File: config.mk
export PLATFORM = sky130hd
export DESIGN_NAME = spi_sensor_responder
export DESIGN_NICKNAME = d
export VERILOG_FILES = /design/src/rtl/spi_pkg.sv /design/src/rtl/spi_sync_edge.sv /design/src/rtl/spi_sensor_responder.sv
export SDC_FILE = /design/constraint.sdc
export NUM_CORES = 1
export LEC_CHECK = 0
export ABC_AREA = 0
export CAP_MARGIN = 20
export CORE_MARGIN = 2
export CORE_UTILIZATION = 46
export CTS_BUF_LIST = sky130_fd_sc_hd__clkbuf_16
export DETAILED_ROUTE_END_ITERATION = 6
export DONT_BUFFER_PORTS = 1
export PLACE_DENSITY_LB_ADDON = 0.12
export SLEW_MARGIN = 5
export SYNTH_ARGS = -nofsm -noshare
export SYNTH_HDL_FRONTEND = slang
export SYNTH_SLANG_ARGS = --single-unit
File: constraint.sdc
create_clock -name clk -period 3.4 [get_ports clk]
set_clock_uncertainty 0.1 [all_clocks]
set_input_delay 1.02 -clock clk [delete_from_list [all_inputs] [get_ports clk]]
set_output_delay 1.02 -clock clk [all_outputs]
set_load 0.02 [all_outputs]
File: src/rtl/spi_pkg.sv
// Shared SPI sensor-link definitions: FSM states, instruction codes and
// register map addresses used by both the responder and the master FSM.
package spi_pkg;

  typedef enum logic [2:0] {
    IDLE,
    CMD,
    ADDR,
    DATA,
    IGNORE
  } spi_state_e;

  localparam logic [7:0] CMD_WRITE      = 8'h0A;
  localparam logic [7:0] CMD_READ       = 8'h0B;
  localparam logic [5:0] REG_DEVID      = 6'h00;
  localparam logic [5:0] REG_XDATA_L    = 6'h0E;
  localparam logic [5:0] REG_SOFT_RESET = 6'h1F;
  localparam logic [7:0] SOFT_RESET_KEY = 8'h52;
  localparam logic [5:0] REG_POWER_CTL  = 6'h2D;
  localparam logic [1:0] MEAS_MODE      = 2'b10;

endpackage

File: src/rtl/spi_sync_edge.sv
// Multi-flop synchronizer for one asynchronous input, with single-cycle
// rise/fall pulses derived from the synchronized copy.
module spi_sync_edge #(
  parameter int   STAGES    = 2,
  parameter logic RESET_VAL = 1'b0
) (
  input  logic clk,
  input  logic rst_n,
  input  logic din,
  output logic q,
  output logic rise,
  output logic fall
);

  logic [STAGES-1:0] sync_sr;
  logic              prev;

  always_ff @(posedge clk or negedge rst_n) begin
    if (!rst_n) begin
      sync_sr <= {STAGES{RESET_VAL}};
      prev    <= RESET_VAL;
    end else begin
      sync_sr <= {sync_sr[STAGES-2:0], din};
      prev    <= sync_sr[STAGES-1];
    end
  end

  assign q    = sync_sr[STAGES-1];
  assign rise = q & ~prev;
  assign fall = ~q & prev;

endmodule

File: src/rtl/spi_sensor_responder.sv
// SPI mode-0 slave exposing a 64-byte sensor register map with auto-increment
// bursts, read-only ID/sample bytes, a keyed soft reset and coherent samples.
//
// state  | meaning
// IDLE   | deselected, waiting for cs_n fall
// CMD    | shifting in the instruction byte
// ADDR   | shifting in the start address
// DATA   | burst of data bytes, write or read
// IGNORE | unknown instruction, miso held low until deselect
module spi_sensor_responder
  import spi_pkg::*;
#(
  parameter logic [7:0] DEVID       = 8'hAD,
  parameter int         SYNC_STAGES = 2,
  parameter int         SAMPLE_W    = 48
) (
  input  logic                clk,
  input  logic                rst_n,
  input  logic                sclk,
  input  logic                cs_n,
  input  logic                mosi,
  output logic                miso,
  output logic                miso_oe,
  input  logic [SAMPLE_W-1:0] sample_in,
  input  logic                sample_valid,
  output logic                meas_mode,
  output logic                soft_rst_pulse
);

  localparam int N_SAMPLE = SAMPLE_W / 8;

  logic sclk_q, sclk_rise, sclk_fall;
  logic cs_q, cs_rise, cs_fall;
  logic mosi_q, mosi_rise, mosi_fall;

  spi_sync_edge #(.STAGES(SYNC_STAGES), .RESET_VAL(1'b0)) u_sync_sclk (
    .clk(clk), .rst_n(rst_n), .din(sclk), .q(sclk_q), .rise(sclk_rise), .fall(sclk_fall)
  );
  spi_sync_edge #(.STAGES(SYNC_STAGES), .RESET_VAL(1'b1)) u_sync_cs (
    .clk(clk), .rst_n(rst_n), .din(cs_n), .q(cs_q), .rise(cs_rise), .fall(cs_fall)
  );
  spi_sync_edge #(.STAGES(SYNC_STAGES), .RESET_VAL(1'b0)) u_sync_mosi (
    .clk(clk), .rst_n(rst_n), .din(mosi), .q(mosi_q), .rise(mosi_rise), .fall(mosi_fall)
  );

  logic unused_edges;
  assign unused_edges = ^{sclk_q, mosi_rise, mosi_fall};

  spi_state_e           state;
  logic [2:0]           bit_cnt;
  logic [7:0]           rx_sh;
  logic [7:0]           tx_sh;
  logic [5:0]           addr;
  logic                 is_read;
  logic                 wr_pend;
  logic [5:0]           wr_addr;
  logic [7:0]           wr_data;
  logic [7:0]           regs [64];
  logic [SAMPLE_W-1:0]  sample_stage;
  logic [SAMPLE_W-1:0]  sample_vis;

  logic [7:0] rx_byte;
  logic [5:0] rd_addr;
  logic [7:0] rd_byte;
  logic       read_data;

  function automatic logic is_writable(input logic [5:0] a);
    return (a != REG_DEVID) && (a != REG_SOFT_RESET) &&
           !((a >= REG_XDATA_L) && (a < REG_XDATA_L + 6'(N_SAMPLE)));
  endfunction

  assign rx_byte   = {rx_sh[6:0], mosi_q};
  assign read_data = (state == DATA) && is_read;

  // Address of the byte to preload into the shadow register at byte completion
  always_comb begin
    rd_addr = (state == ADDR) ? rx_byte[5:0] : addr + 6'd1;
    rd_byte = regs[rd_addr];
    if (rd_addr == REG_DEVID) begin
      rd_byte = DEVID;
    end else if (rd_addr == REG_SOFT_RESET) begin
      rd_byte = '0;
    end else begin
      for (int i = 0; i < N_SAMPLE; i++) begin
        if (rd_addr == REG_XDATA_L + 6'(i)) rd_byte = sample_vis[i*8 +: 8];
      end
    end
  end

  always_ff @(posedge clk or negedge rst_n) begin
    if (!rst_n) begin
      state          <= IDLE;
      bit_cnt        <= '0;
      rx_sh          <= '0;
      tx_sh          <= '0;
      addr           <= '0;
      is_read        <= 1'b0;
      wr_pend        <= 1'b0;
      wr_addr        <= '0;
      wr_data        <= '0;
      miso           <= 1'b0;
      soft_rst_pulse <= 1'b0;
      sample_stage   <= '0;
      sample_vis     <= '0;
      for (int i = 0; i < 64; i++) regs[i] <= '0;
    end else begin
      soft_rst_pulse <= 1'b0;
      wr_pend        <= 1'b0;

      if (sample_valid) sample_stage <= sample_in;
      // Visible samples only move while deselected so bursts stay coherent
      if (cs_q) sample_vis <= sample_valid ? sample_in : sample_stage;

      if (wr_pend) begin
        if (wr_addr == REG_SOFT_RESET) begin
          if (wr_data == SOFT_RESET_KEY) begin
            for (int i = 0; i < 64; i++) regs[i] <= '0;
            soft_rst_pulse <= 1'b1;
          end
        end else if (is_writable(wr_addr)) begin
          regs[wr_addr] <= wr_data;
        end
      end

      if (cs_rise) begin
        state   <= IDLE;
        bit_cnt <= '0;
        miso    <= 1'b0;
      end else begin
        case (state)
          IDLE: begin
            if (cs_fall) begin
              state   <= CMD;
              bit_cnt <= '0;
            end
          end
          CMD, ADDR, DATA: begin
            if (sclk_rise) begin
              rx_sh   <= rx_byte;
              bit_cnt <= bit_cnt + 3'd1;
              if (bit_cnt == 3'd7) begin
                if (state == CMD) begin
                  is_read <= (rx_byte == CMD_READ);
                  state   <= ((rx_byte == CMD_READ) || (rx_byte == CMD_WRITE)) ? ADDR : IGNORE;
                end else if (state == ADDR) begin
                  addr  <= rx_byte[5:0];
                  tx_sh <= rd_byte;
                  state <= DATA;
                end else begin
                  addr  <= addr + 6'd1;
                  tx_sh <= rd_byte;
                  if (!is_read) begin
                    wr_pend <= 1'b1;
                    wr_addr <= addr;
                    wr_data <= rx_byte;
                  end
                end
              end
            end
          end
          IGNORE: ;
          default: state <= IDLE;
        endcase

        if (read_data && sclk_fall) begin
          miso  <= tx_sh[7];
          tx_sh <= {tx_sh[6:0], 1'b0};
        end else if (!read_data) begin
          miso <= 1'b0;
        end
      end
    end
  end

  assign miso_oe   = ~cs_q;
  assign meas_mode = (regs[REG_POWER_CTL][1:0] == MEAS_MODE);

endmodule

==> results by stage, run 1 <==
Clocking:
- In this run the number of H-tree levels came out at 3.
- The clock buffer count from CTS is 73.
- TritonCTS built the clock tree.
- The later pin in the worst-skew pair is clocked with a latency of 0.63 ns.
- The cell sitting at the root of the clock tree is a sky130_fd_sc_hd__clkbuf_16.
- The longest clock path from root to sink contains 3 buffers.
- The number of clock sinks is 653.
- Clock-pin slew was measured on the worst setup and hold paths at 0.06 ns.

STA:
- For the pin with the worst max-slew slack, the measured transition is 3.92 ns.
- The post-layout worst setup margin is 0.0849 ns.
- The final critical-path required period is 3.32 ns.
- The final count of negative-setup-slack endpoints is 0.
- In this run the tightest slew margin relative to its limit is -161%.
- The number of endpoints with negative hold slack in the final report is 0.
- The portion of the clock cycle consumed by the worst path in the final layout is 97.5%.
- Static timing analysis puts the maximum clock frequency at 0.302 GHz.
- The aggregate negative setup slack is 0 ns.
- Setup repair after global routing left no endpoint under its margin.
- Across all hold checks on the routed design, the worst slack comes to 0.0216 ns.
- The max-slew violation count was 528.

Worst setup path:
- On the worst path, the slowest cell contributes a delay of 0.47 ns.
- Together, buffers and inverters on the worst path number 5.
- On the critical path, the stage with the largest delay is an instance of sky130_fd_sc_hd__a21boi_0.
- The worst setup path is of the reg -> reg kind.
- The depth of the worst register-to-register path is 12.
- The arrival time of the worst setup path is 3.73 ns.
- The endpoint identified for the worst register-to-register timing path is tx_sh[0].
- The cell class contributing the biggest share of worst-path delay is compound AO/OA/AOI/OAI gates.
- The reg-to-reg critical path startpoint is state[2].
- The critical path goes through buf_4 > nor4bb_1 > buf_4 > a21o_4 > buf_12 > buf_12 > buf_4 > mux4_2 > a21boi_0 > a31o_2 > o211ai_1 > and2_1.
- For flop-to-flop paths, the worst setup slack is 0.08 ns.
- For the worst setup path, the data required time is 3.82 ns.
- The maximum fanout along the worst path is 26.
- The cell repeated most along the worst path is sky130_fd_sc_hd__buf_4.
- The category of the worst setup path launch point is a register.
- The element type at the critical path end is a register.

Power:
- The worst-case IR drop observed on VDD is 0.348 mV.
- The analysis attributes to cell leakage a power of 15.2 nW.
- The combinational group share of total power is 7.6%.
- The share of power burned in registers is 46.1%.
- The clock network burns 46.3% of the power.
- The design draws 17.6 mW.
- The ratio of total power to cell area is 506 nW/um^2.
- In this run switching power makes up 24.0% of total power.
- For this design the total switching power over the nets is 4.23 mW.
- The cell-internal power is 13.4 mW.

Layout:
- From synthesis to final layout, the design area changed by 16.3%.
- The post-layout net count is 3146.
- The area occupied by registers is 16300 sq um.
- In the final layout, the share of cells above drive strength 1 is 15.2%.
- Once layout is complete, the cells apart from fillers number 4000.
- The layout filler cell count is 5705.
- The footprint of the multi-input gates is 12500 sq um.

Synthesis:
- After synthesis the netlist holds a flip-flop and latch count of 653.
- The register area share after synthesis is 54.7%.
- The async set or reset register ratio after synthesis is 100%.
- The average instance in the mapped netlist occupies 9.71 sq um.
- Counting distinct cell types in the post-synthesis netlist gives 83.
- The synthesis warning total is 0.
- The mapped netlist covers 29900 sq um.
- The number of nets in the synthesized netlist is 3136.
- The area share of the largest cell type after synthesis is 54.4%.
- The predominant post-synthesis flop cell is sky130_fd_sc_hd__dfrtp_1.
- The cell type with the highest aggregate area in the netlist is sky130_fd_sc_hd__dfrtp_1.
- In this run, synthesis inferred 0 flip-flops with an integrated enable.
- Sorting the synthesized cells by area gives the leading types as sky130_fd_sc_hd__dfrtp_1 (54%), sky130_fd_sc_hd__nand3_1 (9.5%), sky130_fd_sc_hd__o21ai_0 (7.1%).
- The gate count of the mapped netlist is 3078.

Floorplan:
- The die outline area is 67000 sq um.
- The die is 259 um tall.
- Once the floorplan was initialized, standard cells occupied 46.5% of the core.
- In this run the core area contains 93 standard-cell rows.
- The total I/O pin count is 58.
- The region available for standard cell placement spans 64300 sq um.
- The die is 259 um wide.

Global routing:
- The combined global-route utilization of all metal layers is 28.4%.
- The total overflow left after global routing is 0.
- The pin count of the biggest net entering global routing is 597.
- The via count of the first global-routing pass is 24000.
- The global-route wire length before repair is 147000 um.
- The initial antenna violation count is 0.

Run status:
- The checks that failed: slew limit.
- The run finished, with violations left.

Detailed routing:
- Summing over every cut layer, the via total after detailed routing is 24400.
- The total routed wirelength is 94200 um.
- The mean routed wirelength per cell is 23.5 um.
- The number of antenna-violating nets in the routed design is 0.
- The number of detailed-route iterations in the first pass is 6.
- After detailed routing, the number of remaining DRC violations is 0.
- The initial DRC count is 2960.
- The mean number of vias per cell is 6.09.

Flow run:
- Max-cap violations in this run came to 0.

Placement:
- The wire-length estimate of the detail-placed layout is 62000 um.
- Buffers placed on the I/O ports in this run total 0.
- The worst slack at placement is -0.0259 ns.
- At the end of routability-driven placement, the weighted congestion stood at 0.938.
- The number of placed instances with taps included is 3859.

Worst hold path:
- The worst hold path belongs to the class in -> async.
-- per-stage QoR --
step                cell area (sq um)  util, %
floorplan                       29900        -
global placement                32200     50.0
detailed placement              32200     50.0
CTS                             34600     53.8
global route                    34800     54.0
finish                          34800     54.0
-- layer usage --
layer  global-route usage [%]  part of all wire [%]  vias up
li1                         -                     -    11000
met1                     40.5                    44    12200
met2                     43.4                    45      925
met3                     5.56                   7.1      192
met4                     10.3                   3.6        0
met5                        0                     0        -
-- cell usage after synthesis, types with 5 or more instances --
library cell and number:
sky130_fd_sc_hd__a211oi_1 23, sky130_fd_sc_hd__a21oi_1 38, sky130_fd_sc_hd__a221oi_1 7, sky130_fd_sc_hd__a22o_1 8, sky130_fd_sc_hd__a22oi_1 16, sky130_fd_sc_hd__a311oi_1 7
sky130_fd_sc_hd__a31oi_1 22, sky130_fd_sc_hd__a32o_1 53, sky130_fd_sc_hd__a32oi_1 9, sky130_fd_sc_hd__a41o_1 5, sky130_fd_sc_hd__and2_1 6, sky130_fd_sc_hd__and3_1 7
sky130_fd_sc_hd__buf_1 45, sky130_fd_sc_hd__buf_2 41, sky130_fd_sc_hd__buf_4 12, sky130_fd_sc_hd__clkbuf_1 177, sky130_fd_sc_hd__dfrtp_1 650, sky130_fd_sc_hd__inv_1 19
sky130_fd_sc_hd__mux2_2 70, sky130_fd_sc_hd__mux2i_1 49, sky130_fd_sc_hd__mux4_2 34, sky130_fd_sc_hd__nand2_1 381, sky130_fd_sc_hd__nand2b_1 8, sky130_fd_sc_hd__nand3_1 565
sky130_fd_sc_hd__nand4_1 10, sky130_fd_sc_hd__nor2_1 190, sky130_fd_sc_hd__nor2b_1 58, sky130_fd_sc_hd__nor3_1 9, sky130_fd_sc_hd__nor3b_1 8, sky130_fd_sc_hd__nor4_1 9
sky130_fd_sc_hd__o2111ai_1 6, sky130_fd_sc_hd__o211ai_1 11, sky130_fd_sc_hd__o21ai_0 425, sky130_fd_sc_hd__or3_1 8
-- how the worst max path moves through the flow --
stage               depth (start not counted)     start  endpoint
global route                               10  state[2]  tx_sh[3]
floorplan                                   9  state[2]  tx_sh[2]
global placement                           10  state[2]  tx_sh[0]
finish                                     12  state[2]  tx_sh[0]
CTS                                        10  state[2]  tx_sh[1]
detailed placement                         12  state[2]  tx_sh[0]
-- logic make-up after synthesis --
family | share of synthesized area (%)
and+or+nand+nor | 19.9
AOI/OAI and AO/OA | 14.0
DFF | 54.7
buffers and inverters | 4.14
muxes | 6.94
xor gates and xnor gates | 0.147
adders and majority gates | 0.167
-- power by group through the flow --
stage               Sequential [mW]  Clock (mW)  Combinational [mW]
global route                   8.13        8.64                1.44
global placement               8.25           0                1.25
CTS                            8.11        8.30                1.30
floorplan                      8.17           0               0.849
finish                         8.12        8.16                1.33
detailed placement             8.25           0                1.27
-- area by class of cell --
cell class / instances / share of cell area (%)
Inverter: 20 / 0.216
Multi-Input combinational cell: 2128 / 35.9
Antenna cell: 1 / 0.00720
Clock inverter: 56 / 1.61
Timing Repair Buffer: 212 / 6.81
Tap cell: 855 / 3.08
Clock buffer: 75 / 5.40
Sequential cell: 653 / 47.0
-- flip-flops by register name, indices dropped and copies added (netlist names), 2 cells and up --
signal,flops
addr,6
tx_sh,8
wr_data,8
u_sync_cs.sync_sr,2
sample_vis,48
sample_stage,48
u_sync_sclk.sync_sr,2
wr_addr,6
rx_sh,7
state,3
bit_cnt,3
u_sync_mosi.sync_sr,2
regs,504
-- layout by cell type, fill, tap and decap left out, types with 36 or more instances in the layout --
cell type                     n
sky130_fd_sc_hd__dfrtp_1    650
sky130_fd_sc_hd__nand3_1    562
sky130_fd_sc_hd__o21ai_0    425
sky130_fd_sc_hd__nand2_1    374
sky130_fd_sc_hd__nor2_1     187
sky130_fd_sc_hd__buf_4      149
sky130_fd_sc_hd__clkbuf_16   75
sky130_fd_sc_hd__mux2_2      70
sky130_fd_sc_hd__buf_12      60
sky130_fd_sc_hd__nor2b_1     58
sky130_fd_sc_hd__a32o_1      53
sky130_fd_sc_hd__mux2i_1     49
sky130_fd_sc_hd__inv_1       36
sky130_fd_sc_hd__a21oi_1     36
-- timing repair --
action	in CTS	in global routing
hold buffers	1	0
buffers inserted	0	7
resized for setup	1	14
pin swaps	0	2
endpoints found under the setup margin	2	54
endpoints found under the hold margin	58	0
cloned	1	0
Power figures use the tool's default switching activity.
==> inputs of run 2 (changes only) <==
--- a/config.mk
+++ b/config.mk
@@ -6,7 +6,7 @@
 export NUM_CORES = 1
 export LEC_CHECK = 0
 export ABC_AREA = 0
-export CAP_MARGIN = 20
+export CAP_MARGIN = 30
 export CORE_MARGIN = 2
 export CORE_UTILIZATION = 46
 export CTS_BUF_LIST = sky130_fd_sc_hd__clkbuf_16
==> constraint.sdc (replaced) <==
create_clock -name clk -period 3.4 [get_ports clk]
set_clock_uncertainty 0.1 [all_clocks]
set_input_delay 1.02 -clock clk [delete_from_list [all_inputs] [get_ports clk]]
set_output_delay 1.02 -clock clk [all_outputs]
set_load 0.1 [all_outputs]
==> run 2 against run 1 <==
- the flow still finishes with violations (slew limit)
- register-to-register slack about the same
- clock power decreased by 9.1%
- die area unchanged
- sequential share of layout area is 0.19 points higher
- via count fell by 1.1%
- flip-flop and latch count is the same
- first-iteration DRC count down 14%
- core utilization down 0.22 points
- critical path type unchanged
- highest routed layer unchanged
==> results by stage, run 2 (synthesized netlist as in run 1, its figures left out) <==
Run status:
- The flow ran to the end, but the final reports show violations.
- The checks that failed: slew limit.

STA:
- The measured slew at the worst slew-check pin is 2.88 ns.
- The worst path needs 3.30 ns of the cycle, external delays included.
- Dividing the final minimum period by the clock period gives 97.2%.
- Setup violations remaining at the end of the flow were counted as 0.
- The number of endpoints with negative hold slack in the final report came to 0.
- Derived from the worst setup path, the maximum achievable clock frequency is 0.303 GHz.
- Setup repair after global routing left no endpoint under its margin.
- The max-slew violation count is 516.
- Measured against its own limit, the worst slew margin works out to -91.7%.

Layout:
- The synthesis-to-finish area growth is 15.8%.
- After the last flow step, the layout net total stands at 3152.
- Ranked by flip-flop count, first place goes to regs.
- The layout filler cell count is 5712.
- The most common cell after layout, fill and taps aside is sky130_fd_sc_hd__dfrtp_1.
- The largest registers in the layout are regs: 504 flops, sample_stage: 48 flops, sample_vis: 48 flops.
- Leaving out fill and tap cells, the most frequent cells in the layout are sky130_fd_sc_hd__dfrtp_1 (650), sky130_fd_sc_hd__nand3_1 (562), sky130_fd_sc_hd__o21ai_0 (424).
- The final design area excluding fillers is 34600 sq um.
- Summing all multi-input logic gate instances after layout gives 12500 sq um.
- The layout cell share with drive strength beyond 1 is 15.0%.
- The number of antenna diodes in the final layout is 0.
- The number of flip-flops in the largest register is 504.
- Summing all flip-flop and latch instances after layout gives 16300 sq um.
- The share of the core filled with cells in the final layout is 53.8%.

Clocking:
- The number of clock sinks is 653.
- The CTS tree is built.
- The H-tree depth reported by CTS is 3.
- The clock transition at the register clock pins on the worst setup and hold paths after CTS is 0.06 ns.
- Counting along the longest clock path gives a buffer depth of 3.
- In this run, CTS created clock tree buffers numbering 73.
- At the later pin of the worst-skew pair, clock insertion delay measures 0.62 ns.
- In this run the clock root is driven by a sky130_fd_sc_hd__clkbuf_16.

Worst setup path:
- STA classifies the critical path endpoint as a register.
- The category of the worst setup path launch point is a register.
- The library cell contributing the largest single delay on the critical path is sky130_fd_sc_hd__mux4_2.
- The cell class contributing the biggest share of worst-path delay is compound AO/OA/AOI/OAI gates.
- The required time of the critical path is 3.82 ns.
- The setup check on the worst reg-to-reg path leaves a slack of 0.1 ns.
- Together, buffers and inverters on the worst path number 2.
- The depth of the worst register-to-register path is 10.
- Traced cell by cell, the critical path runs through or3b_4 > a21oi_4 > buf_12 > buf_12 > mux4_2 > and2_1 > a31oi_2 > a31o_2 > o211ai_1 > and2_1.
- The maximum fanout along the worst path is 25.
- STA puts the critical path data arrival time at 3.72 ns.
- The worst register-to-register path begins at state[2].
- The largest single stage delay on the critical path is 0.52 ns.
- By startpoint and endpoint, the worst setup path is classified as reg -> reg.
- The worst register-to-register path ends at tx_sh[0].

Detailed routing:
- The mean number of vias per cell is 6.01.
- The vias after detailed routing is 24100.
- The number of detailed-route iterations in the first pass is 6.
- The routed design has 92400 um of wire.
- The mean routed wirelength per cell is 23.1 um.
- For this block, the initial DRC count from the detailed router was 2555.
- Once detail routing completed, the nets flagged for antenna violations numbered 0.
- The DRC violation count after routing is 0.

Placement:
- The placed cell area is 32300 sq um.
- The final weighted congestion in routability-driven placement is 0.950.
- The port buffer count is 0.
- Once detailed placement completed, the half-perimeter wirelength came to 59900 um.

Floorplan:
- The initial core utilization is 46.5%.
- The die covers 67000 sq um.
- The die boundary width is 259 um.
- The row count is 93.
- Measured along the y axis, the die boundary spans 259 um.
- The total I/O pin count is 58.
- The floorplan core area is 64300 sq um.

Power:
- The leakage component of the power is 15.2 nW.
- The worst-case IR drop observed on VDD is 0.335 mV.
- The ratio of total power to cell area is 487 nW/um^2.

Global routing:
- Entering global routing, the biggest net connects 600 pins.
- For this run the aggregate overflow at the end of global routing stands at 0.
- The via count of the first global-routing pass was 23300.
- The global-route wire length before repair is 143000 um.
- The initial antenna violation count was 1.
- The combined global-route utilization of all metal layers is 27.7%.

Flow run:
- The reported max-cap violation count is 0.

Worst hold path:
- The worst hold path belongs to the class in -> async.
-- run 2: per-layer routing --
metal | vias up | part of all wire [%] | track usage (%)
met5 | - | 0 | 0
li1 | 11000 | - | -
met3 | 175 | 6.3 | 4.65
met2 | 840 | 46 | 43.0
met1 | 12100 | 45 | 39.8
met4 | 0 | 3.3 | 9.12
-- run 2: worst max-delay path by stage --
| stage | from | end | slack (ns) | cells after the start |
|---|---|---|---|---|
| CTS | state[2] | tx_sh[0] | 0.009 | 12 |
| global route | state[2] | tx_sh[0] | 0.03 | 10 |
| detailed placement | state[2] | tx_sh[1] | -0.04 | 11 |
| finish | state[2] | tx_sh[0] | 0.1 | 10 |
| floorplan | state[2] | tx_sh[2] | 0.54 | 9 |
| global placement | state[2] | tx_sh[1] | -0.06 | 11 |
-- run 2: per-stage QoR --
step	hold WS, ns	std cells	power (mW)	setup TNS (ns)	setup slack [ns]
after floorplan	0.231	3078	9.02	0	0.538
after global placement	0.244	3866	9.51	-0.0970	-0.0550
after detailed placement	0.240	3867	9.52	-0.0844	-0.0449
after CTS	0.00888	4000	17.0	0	0.00925
after global routing	0.0228	4005	17.5	0	0.0275
final	0.0690	4005	16.9	0	0.0961
-- run 2: area by class of cell --
type / count / share of cell area (%)
well taps: 855 / 3.09
multi-input cells: 2128 / 36.0
clock buffers: 74 / 5.35
repair buffers: 218 / 7.11
clock inverters: 57 / 1.07
inverters: 20 / 0.217
flip-flops and latches: 653 / 47.2
-- run 2: worst register-to-register path, delay by kind of cell, from the launching register on --
family          cells  cell delay [ns]
compound gates      4             0.94
buf+inv             2             0.44
flops               1             0.38
mux                 1             0.53
simple gates        3             0.80
-- run 2: where the power goes --
| part | leakage (nW) | total [mW] | internal [mW] | switching, mW |
|---|---|---|---|---|
| Combinational | 5.15 | 1.33 | 0.527 | 0.800 |
| Sequential | 8.85 | 8.12 | 7.96 | 0.159 |
| Clock | 1.16 | 7.42 | 4.19 | 3.24 |
| Total | 15.2 | 16.9 | 12.7 | 4.20 |
-- run 2: repair_timing --
action                                 CTS  global route
cloned                                   0             1
endpoints found under the hold margin    5             0
setup buffers                            0             4
pin swaps                                1             0
setup endpoints to repair                2            28
gates resized for setup                  4             6
hold buffers                             2             0
